**src/rtl/edge_det_pkg.sv**
```systemverilog
// Shared mode encodings and the saturating increment
// used by the edge-detector channels.
package edge_det_pkg;

    localparam logic [1:0] MODE_OFF  = 2'b00;
    localparam logic [1:0] MODE_RISE = 2'b01;
    localparam logic [1:0] MODE_FALL = 2'b10;
    localparam logic [1:0] MODE_BOTH = 2'b11;

    // w is the live counter width; the result sticks at 2^w-1
    function automatic logic [31:0] sat_inc(
        input logic [31:0] v,
        input int unsigned w
    );
        logic [31:0] mx;
        mx = (w >= 32) ? 32'hffff_ffff
                       : ((32'd1 << w) - 32'd1);
        return (v >= mx) ? mx : v + 32'd1;
    endfunction

endpackage

```
**src/rtl/edge_det_channel.sv**
```systemverilog
// One edge-detector channel: sync, optional debounce, detect, flag, count.
// Debounce filter is built only when EDGE_DEBOUNCE_EN is defined.
module edge_det_channel
    import edge_det_pkg::*;
#(
    parameter int SYNC_STAGES = 2,
    parameter int DB_CYCLES   = 16,
    parameter int CNT_W       = 8
) (
    input  logic             clk,
    input  logic             rst,
    input  logic             in,
    input  logic [1:0]       mode,
    input  logic             clr,
    output logic             lvl,
    output logic             pulse,
    output logic             evt,
    output logic [CNT_W-1:0] cnt
);

    if (SYNC_STAGES < 2 || DB_CYCLES < 1 ||
        CNT_W < 1 || CNT_W > 32) begin : g_bad_param
        $error("edge_det_channel: bad parameter");
    end

    logic [SYNC_STAGES-1:0] sync;
    logic s;
    logic f;
    logic prev;
    logic rise;
    logic fall;
    logic hit;

    always_ff @(posedge clk) begin
        if (rst) begin
            sync <= '0;
        end else begin
            sync <= {sync[SYNC_STAGES-2:0], in};
        end
    end

    assign s = sync[SYNC_STAGES-1];

`ifdef EDGE_DEBOUNCE_EN
    localparam int DW = $clog2(DB_CYCLES + 1);
    localparam logic [DW-1:0] DB_LAST = DW'(DB_CYCLES - 1);

    logic [DW-1:0] db;

    // f only moves after s has disagreed with it for DB_CYCLES cycles
    always_ff @(posedge clk) begin
        if (rst) begin
            db <= '0;
            f  <= 1'b0;
        end else if (s == f) begin
            db <= '0;
        end else if (db == DB_LAST) begin
            db <= '0;
            f  <= s;
        end else begin
            db <= db + DW'(1);
        end
    end
`else
    assign f = s;
`endif

    assign rise = f & ~prev;
    assign fall = ~f & prev;

    always_comb begin
        hit = 1'b0;
        unique case (mode)
            MODE_OFF:  hit = 1'b0;
            MODE_RISE: hit = rise;
            MODE_FALL: hit = fall;
            MODE_BOTH: hit = rise | fall;
            default:   hit = 1'b0;
        endcase
    end

    // a new hit wins over a simultaneous clear
    always_ff @(posedge clk) begin
        if (rst) begin
            prev  <= 1'b0;
            pulse <= 1'b0;
            evt   <= 1'b0;
            cnt   <= '0;
        end else begin
            prev  <= f;
            pulse <= hit;
            evt   <= hit | (evt & ~clr);
            if (clr) begin
                cnt <= hit ? CNT_W'(1) : '0;
            end else if (hit) begin
                cnt <= CNT_W'(sat_inc(32'(cnt), CNT_W));
            end
        end
    end

    assign lvl = f;

endmodule

```
**src/rtl/multi_edge_detector.sv**
```systemverilog
// N-channel edge detector with sticky flags, counters and a shared irq.
// Define EDGE_DEBOUNCE_EN to add a per-channel debounce filter.
module multi_edge_detector
    import edge_det_pkg::*;
#(
    parameter int CH          = 4,
    parameter int SYNC_STAGES = 2,
    parameter int DB_CYCLES   = 16,
    parameter int CNT_W       = 8
) (
    input  logic                clk,
    input  logic                rst,
    input  logic [CH-1:0]       in,
    input  logic [2*CH-1:0]     mode,
    input  logic [CH-1:0]       clr,
    output logic [CH-1:0]       lvl,
    output logic [CH-1:0]       pulse,
    output logic [CH-1:0]       evt,
    output logic [CH*CNT_W-1:0] cnt,
    output logic                irq
);

    for (genvar i = 0; i < CH; i++) begin : g_ch
        edge_det_channel #(
            .SYNC_STAGES(SYNC_STAGES),
            .DB_CYCLES  (DB_CYCLES),
            .CNT_W      (CNT_W)
        ) u_ch (
            .clk  (clk),
            .rst  (rst),
            .in   (in[i]),
            .mode (mode[2*i +: 2]),
            .clr  (clr[i]),
            .lvl  (lvl[i]),
            .pulse(pulse[i]),
            .evt  (evt[i]),
            .cnt  (cnt[i*CNT_W +: CNT_W])
        );
    end

    assign irq = |evt;

endmodule

```
**config.mk**
```make
export PLATFORM = sky130hd
export DESIGN_NAME = multi_edge_detector
export DESIGN_NICKNAME = d
export VERILOG_FILES = /design/src/rtl/edge_det_pkg.sv /design/src/rtl/edge_det_channel.sv /design/src/rtl/multi_edge_detector.sv
export SDC_FILE = /design/constraint.sdc
export NUM_CORES = 1
export LEC_CHECK = 0
export CAP_MARGIN = 20
export CORE_MARGIN = 2
export CORE_UTILIZATION = 50
export CTS_CLUSTER_DIAMETER = 30
export CTS_CLUSTER_SIZE = 40
export DETAILED_ROUTE_END_ITERATION = 10
export PLACE_DENSITY_LB_ADDON = 0.25
export SETUP_SLACK_MARGIN = 0.4
export SLEW_MARGIN = 15
export SYNTH_ARGS = -nofsm -noshare
export SYNTH_HDL_FRONTEND = slang
export SYNTH_SLANG_ARGS = --single-unit
```
**constraint.sdc**
```tcl
create_clock -name clk -period 3.5 [get_ports clk]
set_input_delay 0.525 -clock clk [delete_from_list [all_inputs] [get_ports clk]]
set_output_delay 0.525 -clock clk [all_outputs]
set_load 0.02 [all_outputs]
```
==> results.tsv <==
metric	value	unit
status	finished, final reports clean	
fp.dieW	74.2	um
worstSetupEndpointType	output port	
antennaDiodeCount	0	
post-route-period-util	63.3	%
fmax	0.451	GHz
layout-drive-gt1-share	7.65	%
grt_max_degree	22	
hold_path.class	flip-flop to flip-flop	
cts_buffers	5	
fin_setup_tns	0	ns
dieArea	5510	um2
finalCriticalPeriod	2.22	ns
finalHoldViolCount	0	
crit_path_start_kind	flip-flop	
holdBufCountCts	0	
synthDistinctLibCells	45	
cts_root_buf	clkbuf_8	
cts_tree	done	
dpl_cell_area	3050	um2
cts.sinks	52	
final_common_cell	clkdlybuf4s50_1	
finalWeightedCongestion	0.840	
wl_per_cell	12.4	um
drtIter0Drc	155	
critPathRequiredTime	2.97	ns
grt_pass1_vias	1740	
m1WireLength	2360	um
port_buffers	62	
syn_to_final_growth	27.4	%
drc_errors	0	
vias	2132	
tightest_slew	0.688	ns
slowest_stage	clkdlybuf4s50_1	
crit_family	buffers and inverters	
clk_pin_slew	0.09	ns
design_area	3140	um2
layout_common_cells	clkdlybuf4s50_1 (62), dfxtp_1 (52), nor2_1 (30), nor3_1 (17), a21oi_1 (16)	
ys_warn_count	0	
max_cap_violations	0	
dr_wl_met2	2230	um
grt_overflow	0	
synthCells	276	
syn_area_per_cell	8.94	um2
setup_viol	0	
cts_setup_buffers	0	
crit_type	flip-flop to output port	
nets	356	
irDropWorstVdd	202	uV
fin_util	66.1	%
grt_pass1_wl	7760	um
whs	0.441	ns
synth-main-ff-cell	dfxtp_1	
fin_skew	0.00219	ns
fp.dieH	74.2	um
power_density	344	nW/um2
ys_async_sr_fraction	0	%
clkLatencyLatePin	0.29	ns
viasPerCell	5.41	
syn_nets	306	
max_stage_delay	0.56	ns
dr_wl_met3	255	um
maxSlewViolCount	0	
relSlewSlack	54.0	%
crit_fanout	3	
worst-path-buf-inv	1	
cts-htree-levels	2	
rsz0062_at_grt	false	
start_util	51.9	%
path_cells	or4_1 -> clkdlybuf4s50_1	
track_usage	17.7	%
clk_path_buf_depth	2	
worstPathArrival	1.69	ns
drt_pre_antenna_iters	4	
synth_edf_count	0	
antenna_left	0	
highest_layer	met4	
core_area	4750	um2
leakagePower	1.06	nW
timing.rr.start	g_ch[2].u_ch.prev$_SDFF_PP0_	
hp-start	g_ch[1].u_ch.sync[0]$_SDFF_PP0_	
io_pins	63	
drt_wl_total	4900	um
grt_antenna_before_repair	0	
ys_seq_elements	52	
hpwl	3560	um
row_count	25	
postCtsResizedCells	0	
netlist_area	2470	um2
yosysSeqAreaShare	42.2	%
power	1.08	mW
critPathLaunch	g_ch[0].u_ch.evt$_SDFF_PP0_	
-- state kept, by name (all words and copies together), names as in the netlist --
| name | cells |
|---|---|
| g_ch.u_ch.pulse | 4 |
| g_ch.u_ch.prev | 4 |
| g_ch.u_ch.evt | 4 |
| g_ch.u_ch.sync | 8 |
| g_ch.u_ch.cnt | 32 |
-- cell families (layout without fill, tap and decap cells) --
family / after synthesis / in the layout / share of synthesized area [%]
DFF: 52 / 52 / 42.2
AOI/OAI and AO/OA: 56 / 56 / 16.5
buffers and inverters: 31 / 82 / 6.90
adders and majority gates: 12 / 12 / 6.09
and+or+nand+nor: 125 / 125 / 28.3
-- through the flow --
step           worst slack [ns]  std cells
2_1_floorplan              1.88        276
3_3_place_gp               1.33        386
3_5_place_dp               1.27        386
4_1_cts                    1.26        394
5_1_grt                    1.20        394
6_report                   1.28        394
-- layout make-up --
class	instances	area (um2)
timing repair buffer	64	636
sequential	52	1040
inverter	10	37.5
fill	420	1610
multi-input combinational	193	1260
tap	67	83.8
clock buffer	8	90.1
-- final timing paths --
path / slack, ns / to / cells after the start
setup / recovery: 1.28 / irq / 2
setup reg to reg: 1.68 / g_ch[2].u_ch.cnt[5]$_SDFFE_PP0P_ / 8
hold reg to reg: 0.44 / g_ch[1].u_ch.sync[1]$_SDFF_PP0_ / 1
hold / removal: 0.44 / g_ch[1].u_ch.sync[1]$_SDFF_PP0_ / 1
-- where the power goes --
group	internal (mW)	switching (mW)
clock	0.162	0.179
combinational	0.0624	0.0626
sequential	0.606	0.0104
total	0.830	0.252
-- metal layers --
| layer | GRT usage (%) | vias up |
|---|---|---|
| met5 | 0 | - |
| met4 | 6.55 | 0 |
| met3 | 3.25 | 7 |
| met2 | 26.6 | 60 |
| met1 | 25.3 | 980 |
| li1 | - | 1085 |
-- cell usage after synthesis, drive strengths merged (5+ instances only) --
library cell | n | area (um2)
inv | 10 | 37.5
nand3 | 10 | 50.1
dfxtp | 52 | 1040
buf | 14 | 106
nand2 | 13 | 48.8
a311oi | 7 | 61.3
clkbuf | 7 | 26.3
nand2b | 10 | 70.1
and3 | 5 | 31.3
nor2b | 13 | 81.3
a21oi | 17 | 88.8
nor2 | 32 | 130
or2 | 5 | 31.3
ha | 12 | 150
a211oi | 10 | 80.1
nor3 | 18 | 95.1
a31oi | 10 | 83.8
Note: power is estimated with default switching activity, not from simulation.
